`src/rtl/multi_channel_coordinator.sv`:
```
// Multi-channel RAM access coordinator: arbitrates NCH requesters onto one DMA port.
// Define COORD_ROUND_ROBIN_EN for round-robin arbitration; otherwise fixed priority (lowest index).
module multi_channel_coordinator #(
  parameter int NCH     = 4,
  parameter int ADDR_W  = 16,
  parameter int DATA_W  = 8,
  parameter int TIMEOUT = 64
) (
  input  logic                  clk_i,
  input  logic                  rst_ni,
  input  logic [NCH-1:0]        ch_en_i,
  input  logic [NCH-1:0]        req_i,
  input  logic [NCH-1:0]        we_i,
  input  logic [NCH*ADDR_W-1:0] addr_i,
  input  logic [NCH*DATA_W-1:0] wdata_i,
  output logic [NCH-1:0]        gnt_o,
  output logic [NCH-1:0]        done_o,
  output logic                  err_o,
  output logic [DATA_W-1:0]     rdata_o,
  output logic [ADDR_W-1:0]     ram_addr_o,
  output logic [DATA_W-1:0]     ram_wdata_o,
  output logic                  ram_rd_o,
  output logic                  ram_wr_o,
  input  logic [DATA_W-1:0]     ram_rdata_i,
  input  logic                  ram_done_i,
  output logic                  busy_o
);

  localparam int IW = (NCH > 1) ? $clog2(NCH) : 1;
  localparam logic [7:0] TO_LIMIT = 8'(TIMEOUT);

  typedef enum logic [1:0] {IDLE, ISSUE, WAIT, RESP} state_e;

  state_e              state_q, state_d;
  logic [IW-1:0]       win_q, win_d;
  logic                we_q, we_d;
  logic [ADDR_W-1:0]   addr_q, addr_d;
  logic [DATA_W-1:0]   wdata_q, wdata_d;
  logic [DATA_W-1:0]   rdata_q, rdata_d;
  logic [7:0]          cnt_q, cnt_d;
  logic [7:0]          cnt_inc;
  logic                to_q, to_d;
  logic [NCH-1:0]      cand;
  logic [IW-1:0]       pick;
  logic [ADDR_W-1:0]   addr_arr [NCH];
  logic [DATA_W-1:0]   wdata_arr[NCH];

  assign cand    = req_i & ch_en_i;
  assign cnt_inc = cnt_q + 8'd1;

  for (genvar gi = 0; gi < NCH; gi++) begin : g_unpack
    assign addr_arr[gi]  = addr_i[gi*ADDR_W +: ADDR_W];
    assign wdata_arr[gi] = wdata_i[gi*DATA_W +: DATA_W];
  end

`ifdef COORD_ROUND_ROBIN_EN
  logic [IW-1:0] ptr_q, ptr_d;
  logic [IW-1:0] idx;

  // Scan from the far end back to ptr so the pointer position wins last.
  always_comb begin
    pick = '0;
    idx  = '0;
    for (int k = NCH - 1; k >= 0; k--) begin
      idx = IW'((int'(ptr_q) + k) % NCH);
      if (cand[idx]) pick = idx;
    end
  end

  always_comb begin
    ptr_d = ptr_q;
    if (state_q == IDLE && cand != '0) ptr_d = IW'((int'(pick) + 1) % NCH);
  end

  always_ff @(posedge clk_i) begin
    if (!rst_ni) ptr_q <= '0;
    else         ptr_q <= ptr_d;
  end
`else
  always_comb begin
    pick = '0;
    for (int k = NCH - 1; k >= 0; k--) begin
      if (cand[k]) pick = IW'(k);
    end
  end
`endif

  always_ff @(posedge clk_i) begin
    if (!rst_ni) begin
      state_q <= IDLE;
      win_q   <= '0;
      we_q    <= 1'b0;
      addr_q  <= '0;
      wdata_q <= '0;
      rdata_q <= '0;
      cnt_q   <= '0;
      to_q    <= 1'b0;
    end else begin
      state_q <= state_d;
      win_q   <= win_d;
      we_q    <= we_d;
      addr_q  <= addr_d;
      wdata_q <= wdata_d;
      rdata_q <= rdata_d;
      cnt_q   <= cnt_d;
      to_q    <= to_d;
    end
  end

  always_comb begin
    state_d = state_q;
    win_d   = win_q;
    we_d    = we_q;
    addr_d  = addr_q;
    wdata_d = wdata_q;
    rdata_d = rdata_q;
    cnt_d   = cnt_q;
    to_d    = to_q;
    unique case (state_q)
      IDLE: begin
        if (cand != '0) begin
          win_d   = pick;
          we_d    = we_i[pick];
          addr_d  = addr_arr[pick];
          wdata_d = wdata_arr[pick];
          state_d = ISSUE;
        end
      end
      ISSUE: state_d = WAIT;
      WAIT: begin
        // Completion takes precedence over a timeout landing on the same edge.
        if (ram_done_i) begin
          if (!we_q) rdata_d = ram_rdata_i;
          state_d = RESP;
        end else begin
          cnt_d = cnt_inc;
          if (cnt_inc == TO_LIMIT) begin
            to_d    = 1'b1;
            state_d = RESP;
          end
        end
      end
      RESP: begin
        cnt_d   = '0;
        to_d    = 1'b0;
        state_d = IDLE;
      end
      default: state_d = IDLE;
    endcase
  end

  always_comb begin
    busy_o   = (state_q != IDLE);
    ram_rd_o = (state_q == ISSUE) && !we_q;
    ram_wr_o = (state_q == ISSUE) && we_q;
    err_o    = (state_q == RESP) && to_q;
    gnt_o    = '0;
    done_o   = '0;
    for (int k = 0; k < NCH; k++) begin
      gnt_o[k]  = busy_o && (win_q == IW'(k));
      done_o[k] = (state_q == RESP) && (win_q == IW'(k));
    end
  end

  assign rdata_o     = rdata_q;
  assign ram_addr_o  = addr_q;
  assign ram_wdata_o = wdata_q;

endmodule

```
`config.mk`:
```
export PLATFORM = sky130hd
export DESIGN_NAME = multi_channel_coordinator
export DESIGN_NICKNAME = d
export VERILOG_FILES = /design/src/rtl/multi_channel_coordinator.sv
export SDC_FILE = /design/constraint.sdc
export NUM_CORES = 1
export LEC_CHECK = 0
export ABC_CLOCK_PERIOD_IN_PS = 2080
export BUFFER_PORTS_ARGS = -buffer_cell sky130_fd_sc_hd__buf_2
export CAP_MARGIN = 20
export CORE_ASPECT_RATIO = 0.75
export CORE_UTILIZATION = 35
export CTS_CLUSTER_SIZE = 24
export DETAILED_ROUTE_END_ITERATION = 8
export PLACE_DENSITY = 0.7
export REMOVE_ABC_BUFFERS = 1
export SYNTH_ARGS = -nofsm -noshare
export SYNTH_HDL_FRONTEND = slang
export SYNTH_SLANG_ARGS = --single-unit
```
`constraint.sdc`:
```
create_clock -name clk_i -period 2.08 [get_ports clk_i]
set_input_delay 0.104 -clock clk_i [delete_from_list [all_inputs] [get_ports clk_i]]
set_output_delay 0.104 -clock clk_i [all_outputs]
set_load 0.01 [all_outputs]
```
After elaboration in Yosys (flattened, before gate mapping)
Cells that the tools add are included.
{"block": "classes", "add_sub_neg": 1, "order_cmp": 2, "n_eq_ne": 11, "mux": 21, "bitwise_logic": 3, "reduce_logical": 22}
{"cell": "binary-select mux 16 bit (select 2 bit)", "count": 1}
{"cell": "2-to-1 mux 16 bit", "count": 2}
{"cell": "2-to-1 mux 8 bit", "count": 3}
{"cell": "binary-select mux 8 bit (select 2 bit)", "count": 1}
{"cell": "one-hot mux 8 bit (2 select lines)", "count": 1}
{"cell": "2-to-1 mux 2 bit", "count": 7}
{"cell": "logical AND 1 bit", "count": 11}
{"cell": "adder 8 x 1 -> 8 bit, second input constant", "count": 1}
{"cell": "equality test 2 bit, second input constant", "count": 4}
{"cell": "equality test 8 x 7 -> 1 bit, second input constant", "count": 1}
{"cell": "one-hot mux 2 bit (4 select lines)", "count": 1}
{"cell": "!= test 2 bit, second input constant", "count": 3}
{"cell": "AND reduction 2 bit", "count": 3}
{"cell": "AND reduction 3 bit", "count": 2}
{"cell": "AND 4 bit", "count": 1}
{"cell": "equality test 2 x 1 -> 1 bit, second input constant", "count": 2}
{"cell": "logical NOT 2 bit", "count": 2}
{"cell": "nonzero test 2 bit", "count": 2}
{"cell": "nonzero test 4 bit", "count": 1}
{"cell": ">= comparator 3 bit, second input constant", "count": 1}
{"cell": "less-than comparator 2 x 3 -> 1 bit, second input constant", "count": 1}
{"cell": "2-to-1 mux 1 bit", "count": 3}
{"cell": "!= test 3 bit, second input constant", "count": 1}
{"cell": "NOT 2 -> 3 bit", "count": 1}
{"cell": "other kinds (4)", "count": 4}
{"block": "word_totals", "ff_bits": 46, "in_bits": 119, "wordCells": 68}

Logic depth before layout (Yosys ltp)
Gate-level depths: netlist of the first run.
{"block": "depth", "word_depth": 9, "ltp_mapped": 7, "mapped_depth_nobuf": 7}

Worst setup path before layout of the first run
OpenSTA, ideal clock, no wires.
{"block": "synth_path", "kind": "register -> register", "from": "register cnt_q[0]", "to": "register state_q[1]", "t_arrival_ps": 1762, "slack_ps": 246, "stages_incl_launch_ff": 7, "n_path_buf": 0, "period_less_slack_ps": 1834, "cell_sequence": "dfxtp_1 > ha_1 > nand3_2 > or3_4 > a211oi_4 > a32o_2 > mux2i_1"}
{"block": "synth_between", "elab_chain_len": 4}
{"item": "from (decl)", "line_no": "40", "source": "logic [7:0] cnt_q, cnt_d;"}
{"item": "from (signal assigned)", "line_no": "105", "source": "cnt_q <= cnt_d;"}
{"item": "adder 8 x 1 -> 8 bit", "line_no": "49", "source": "assign cnt_inc = cnt_q + 8'd1;"}
{"item": "equality test 8 x 7 -> 1 bit", "line_no": "137", "source": "if (cnt_inc == TO_LIMIT) begin"}
{"item": "!= test 3 bit (no line)"}
{"item": "AND reduction 2 bit (no line)"}
{"item": "to (signal assigned)", "line_no": "99", "source": "state_q <= state_d;"}
{"item": "to (decl)", "line_no": "34", "source": "state_e state_q, state_d;"}
No other way between the ends.
A chain may end at the register's enable or synchronous reset.

Worst setup path in the final report of the first run
Ends and elaborated chain as after synthesis.

==> flow_metrics.py, run 1 <==
metrics = {
    "synthesis": {
        "synth_cell_type_count": 44,
        "async_flop_share_pct": 0,
        "yosysTopAreaCell": "dfxtp_1",
        "synth_cells": 233,
        "synth_common_cells": "dfxtp_1, a22o_1, mux4_2, nor2_1, nand2_1",
        "ys_ff_latch": 46,
        "avgSynthCellArea_um2": 11.16,
        "synth.most_common_cell": "dfxtp_1",
        "synth_top_area_share_pct": 35.40,
        "synth_edf_count": 0,
        "synth_seq_area_share_pct": 35.40,
        "yosys_warnings": 0,
        "synth_ff_type": "dfxtp_1",
        "synthesis.area_um2": 2601,
        "ys_top_cells_by_area": "dfxtp_1, mux4_2, a22o_1",
    },
    "clock_tree": {
        "cts_made_buffers": 5,
        "htree_levels": 2,
        "insertion_delay_ns": 0.30,
        "tritoncts": "built",
        "cts_root_buf": "clkbuf_8",
        "clkSinkCount": 46,
        "cts_buffer_depth": 2,
        "path_clk_slew_ns": 0.09,
    },
    "global_routing": {
        "grt_max_degree": 26,
        "antenna_found_initial": 0,
        "track_usage_pct": 17.78,
        "gr-total-overflow": 0,
        "grt_pass1_wl_um": 10830,
        "grt_pass1_vias": 2285,
    },
    "power": {
        "clkPwrFrac_pct": 19.5,
        "comb_power_share_pct": 40.7,
        "irDropWorstVdd_mv": 0.4619,
        "seqPwrFrac_pct": 39.8,
        "p_leak_uw": 0.001762,
        "p_sw_uw": 1030,
        "p_int_uw": 1909,
        "power.density_nw_per_um2": 819.3,
        "swShare_pct": 35.04,
    },
    "timing": {
        "final_hold_viol_count": 0,
        "holdWs_ns": 0.03623,
        "tightest_slew_ns": 0.4997,
        "fin_crit_ns": 1.987,
        "slew_headroom_pct": 66.33,
        "setup_slack_ns": 0.09285,
        "fin_crit_sh_pct": 95.54,
        "fmax_mhz": 503.2,
        "setup_viol": 0,
        "clock-skew-final_ns": 0.008401,
        "drv_slew": 0,
    },
    "route": {
        "antenna_left": 0,
        "vias_per_cell": 5.197,
        "wl_per_cell_um": 14.60,
        "drt-initial-drc-count": 81,
        "dr_total_vias": 2536,
        "drc": 0,
        "postRouteWirelength_um": 7126,
        "firstDrtPassIters": 4,
    },
    "cells_and_area": {
        "multi_input_area_um2": 1538,
        "drive_above_1_share_pct": 55.64,
        "fill_cells": 658,
        "seq_area_um2": 920.9,
        "final_cells": 488,
        "area_growth_pct": 37.90,
        "antenna_cells": 0,
        "nNetsFinal": 513,
    },
    "place": {
        "dp_hpwl_um": 5601,
        "io_buffer_count": 162,
        "gp_congestion": 0.7900,
        "dp_cells": 479,
        "dp_slack_ns": 0.08380,
    },
    "worst_hold_path": {
        "min_path_type": "primary input to flip-flop",
        "whs_endpoint": "rdata_o[4]",
        "hold_depth": 3,
        "hold_start": "ram_rdata_i[4]",
    },
    "die": {
        "dieHeight_um": 76.66,
        "die_w_um": 101.5,
        "placementRows": 26,
        "die_area_um2": 7784,
        "ios": 163,
        "start_util_pct": 37.19,
        "coreArea_um2": 6994,
    },
    "outcome": {
        "run_status": "complete, no violations",
    },
    "worst_setup_path": {
        "worstSetupPathType": "flip-flop to flip-flop",
        "reg2reg_depth": 6,
        "rrSetupSlack_ns": 0.09,
        "r2r_end": "state_q[1]",
        "r2r_start": "cnt_q[0]",
        "cp.required_ns": 2.32,
        "startpoint_type": "flip-flop",
        "crit_path_end_kind": "flip-flop",
        "crit_fanout": 7,
        "cp.arrival_ns": 2.22,
    },
    "flow_run": {
        "maxCapViolations": 0,
    },
}
## cell families (layout without fill, tap and decap cells)
group,Yosys count,in the layout,share of synthesized area (%)
compound gates,55,55,17.84
xor+xnor,1,1,0.3368
fa+ha+maj,5,5,2.405
buf+inv,26,183,5.964
flops,46,46,35.40
mux,36,36,25.93
simple gates,64,64,12.12
## sequential cells by signal, indices dropped and copies added (netlist names)
| register | flops |
|---|---|
| cnt_q | 8 |
| ram_addr_o | 16 |
| rdata_o | 8 |
| state_q | 2 |
| win_q | 2 |
| to_q | 1 |
| we_q | 1 |
| ram_wdata_o | 8 |
## what timing repair did
item	in CTS	in global routing
hold buffers	0	0
setup endpoints to repair	0	3
buffers inserted	0	0
gates resized for setup	0	1
endpoints found under the hold margin	0	0
## layout make-up
cell class,count,area share [%]
Sequential cell,46,25.67
Tap cell,98,3.418
Multi-Input combinational cell,161,42.87
Clock buffer,7,2.407
Timing Repair Buffer,168,24.76
Clock inverter,1,0.1395
Inverter,7,0.7325
## per-stage QoR
| stage | instance area, um^2 | TNS, ns | utilization, % | power (uW) |
|---|---|---|---|---|
| after global placement | 3478 | 0 | 49.73 | 2347 |
| final | 3587 | 0 | 51.29 | 2939 |
| after CTS | 3570 | 0 | 51.04 | 2947 |
| after floorplan | 2472 | -4.255 | - | 1864 |
| after global routing | 3587 | -0.01427 | 51.29 | 3132 |
| after detailed placement | 3478 | 0 | 49.73 | 2373 |
## power by group through the flow
stage,Sequential (uW),Clock (uW),Combinational (uW)
2_1_floorplan,1240,0,621
3_3_place_gp,1180,0,1160
3_5_place_dp,1190,0,1180
4_1_cts,1170,592,1190
5_1_grt,1200,627,1310
6_report,1170,572,1200
## worst max-delay path by stage
stage | from | endpoint | slack, ns
6_report | cnt_q[0] | state_q[1] | 0.09
3_5_place_dp | cnt_q[0] | state_q[1] | 0.08
4_1_cts | cnt_q[0] | state_q[1] | 0.07
5_1_grt | cnt_q[0] | state_q[1] | -0.01
2_1_floorplan | req_i[1] | ram_wdata_o[2] | -0.22
3_3_place_gp | cnt_q[0] | state_q[1] | 0.16
## per-layer routing
layer  share of wire, %  vias to the layer above  GRT usage, %
li1                   -                     1212             -
met1                 46                     1227         24.28
met2                 48                       92         28.04
met3                5.4                        5         4.193
met4               0.91                        0         4.783
met5                  0                        -             0
## worst max-delay path: stages (launching register included)
cell,delay (ns)
dfxtp_1,0.46
ha_2,0.28
nand3_2,0.10
or3_4,0.40
a211oi_4,0.28
a32o_2,0.23
mux2i_1,0.18
## layout by cell type (no fill, tap or decap), types with 4 or more instances in the layout
cell type,count
nor3_1,6
dfxtp_1,46
clkbuf_8,6
ha_1,4
and3_1,4
a22o_1,26
buf_2,162
mux4_2,25
inv_1,6
nand2_1,15
mux2i_1,10
nand3_1,4
nor2_1,18
a32oi_1,5
o21ai_0,4
(Power assumes the default switching activity.)
==> inputs of run 2 (changes only) <==
Settings changed: CORE_UTILIZATION 35 to 43, PLACE_DENSITY 0.7 to 0.83.
==> flow_metrics.py, run 2 (same netlist as run 1, synthesis figures left out) <==
metrics = {
    "worst_setup_path": {
        "max_stage_delay_ns": 0.41,
        "r2r_start": "cnt_q[1]",
        "critical_path.top_delay_family": "compound AO/OA/AOI/OAI gates",
        "cp.arrival_ns": 2.15,
        "rrSetupSlack_ns": 0.14,
        "critical_path_buf_inv_count": 0,
        "cp-startpoint": "cnt_q[1]",
        "cp.required_ns": 2.30,
        "cp_cell_sequence": "ha_1 -> nand3_2 -> or3_4 -> a211oi_4 -> a32o_2 -> mux2i_1",
        "crit_path_end_kind": "flip-flop",
        "crit_fanout": 7,
        "cpMaxStageDelayCell": "or3_4",
        "startpoint_type": "flip-flop",
        "worstSetupPathType": "flip-flop to flip-flop",
    },
    "clock_tree": {
        "clkSinkCount": 46,
        "cts_buffer_depth": 2,
        "htree_levels": 2,
        "cts_hold_buffers": 0,
        "insertion_delay_ns": 0.29,
        "cts_made_buffers": 5,
        "path_clk_slew_ns": 0.09,
        "tritoncts": "built",
        "cts_root_buf": "clkbuf_8",
    },
    "global_routing": {
        "antenna_found_initial": 0,
        "top_usage_layer": "met2",
        "track_usage_pct": 23.63,
        "grt_pass1_wl_um": 11900,
        "met2_usage_pct": 41.35,
        "met1_usage_pct": 30.29,
        "grt_max_degree": 26,
        "use_met3_pct": 3.947,
        "gr-total-overflow": 0,
        "grt_pass1_vias": 2432,
    },
    "timing": {
        "slew_headroom_pct": 66.77,
        "final_hold_viol_count": 0,
        "fmax_mhz": 516.7,
        "fin_crit_ns": 1.935,
        "setup_viol": 0,
        "fin_crit_sh_pct": 93.04,
        "clock-skew-final_ns": 0.006635,
        "drv_slew": 0,
        "rsz0062_at_grt": "no",
        "tightest_slew_ns": 0.4932,
    },
    "cells_and_area": {
        "fill_cells": 514,
        "multi_input_area_um2": 1535,
        "seq_area_um2": 925.9,
        "nNetsFinal": 513,
        "layout_common_cells": "buf_2, dfxtp_1, a22o_1, mux4_2, nor2_1",
        "area_growth_pct": 36.89,
        "largest_register_ffs": 16,
        "drive_above_1_share_pct": 56.15,
        "mostFrequentLayoutCell": "buf_2",
        "stdcell_area_um2": 3561,
        "final_cells": 468,
        "antenna_cells": 0,
    },
    "power": {
        "p_int_uw": 1887,
        "clkPwrFrac_pct": 19.5,
        "seqPwrFrac_pct": 40.5,
        "finalPower_uw": 2921,
        "p_sw_uw": 1034,
        "power.density_nw_per_um2": 820.3,
        "irDropWorstVdd_mv": 0.4630,
        "comb_power_share_pct": 40.0,
        "swShare_pct": 35.41,
        "p_leak_uw": 0.001765,
    },
    "route": {
        "dr_total_vias": 2611,
        "wl_per_cell_um": 15.87,
        "postRouteWirelength_um": 7426,
        "drc": 0,
        "firstDrtPassIters": 4,
        "antenna_left": 0,
        "drt-initial-drc-count": 88,
        "vias_per_cell": 5.579,
    },
    "die": {
        "die_area_um2": 6368,
        "die_w_um": 91.81,
        "ios": 163,
        "start_util_pct": 44.65,
        "coreArea_um2": 5826,
        "dieHeight_um": 69.36,
        "placementRows": 24,
    },
    "worst_hold_path": {
        "hold_start": "ram_rdata_i[0]",
        "min_path_type": "primary input to flip-flop",
    },
    "flow_run": {
        "maxCapViolations": 0,
    },
    "place": {
        "dp_hpwl_um": 5851,
        "gp_congestion": 0.8721,
        "postPlaceCellArea_um2": 3461,
        "io_buffer_count": 162,
        "dp_cells": 460,
    },
    "outcome": {
        "run_status": "complete, no violations",
    },
}
==> run 2: changes by cell type in the layout (fill, tap and decap cells not counted) <==
cell and delta:
dfxtp_4 +1, buf_4 +1, clkbuf_1 -1, ha_2 -1, dfxtp_2 +1, buf_8 -1, clkinvlp_4 +1, dfxtp_1 -2
ha_1 +1
==> run 2: worst reg2reg max path: cells and delay by family (launching register included) <==
family | cells | cell delay [ns]
AOI/OAI and AO/OA | 2 | 0.54
adders and majority gates | 1 | 0.20
DFF | 1 | 0.39
muxes | 1 | 0.21
and+or+nand+nor | 2 | 0.52
==> run 2: power by group through the flow <==
| stage | logic, uW | clock network (uW) | registers [uW] |
|---|---|---|---|
| after floorplan | 621 | 0 | 1240 |
| after global placement | 1140 | 0 | 1180 |
| after detailed placement | 1170 | 0 | 1200 |
| after CTS | 1170 | 589 | 1180 |
| after global routing | 1270 | 632 | 1210 |
| final | 1170 | 570 | 1180 |
==> run 2: cell type report <==
class / count / area share (%)
multi-input cells: 161 / 43.11
flip-flops and latches: 46 / 26.00
repair buffers: 168 / 24.74
well taps: 78 / 2.741
clock buffers: 6 / 2.319
inverters: 7 / 0.7379
clock inverters: 2 / 0.3514
==> run 2: through the flow <==
stage / setup WS (ns) / TNS, ns / hold WS, ns / util (%)
floorplan: -0.2188 / -4.255 / 0.2215 / -
global placement: 0.2072 / 0 / 0.3382 / 59.41
detailed placement: 0.03804 / 0 / 0.3505 / 59.41
CTS: 0.01573 / 0 / 0.04138 / 61.04
global route: 0.02388 / 0 / 0.04061 / 61.13
finish: 0.1447 / 0 / 0.04715 / 61.13
==> run 2: worst paths after layout <==
| check | endpoint | depth (start not counted) |
|---|---|---|
| worst max-delay path | state_q[1] | 6 |
| worst min-delay path | rdata_o[0] | 3 |
| worst max register to register | state_q[1] | 6 |
| worst min register to register | ram_addr_o[8] | 1 |
==> run 2: timing repair <==
item | 4_1_cts | 5_1_grt
resized for setup | 0 | 3
setup buffers | 0 | 0
setup endpoints to repair | 0 | 3
hold endpoints to repair | 0 | 0
==> run 2: per-layer routing <==
metal | vias up | share of wire [%]
met5 | - | 0
met3 | 8 | 6.6
met1 | 1266 | 42
met4 | 0 | 1.1
li1 | 1213 | -
met2 | 124 | 50
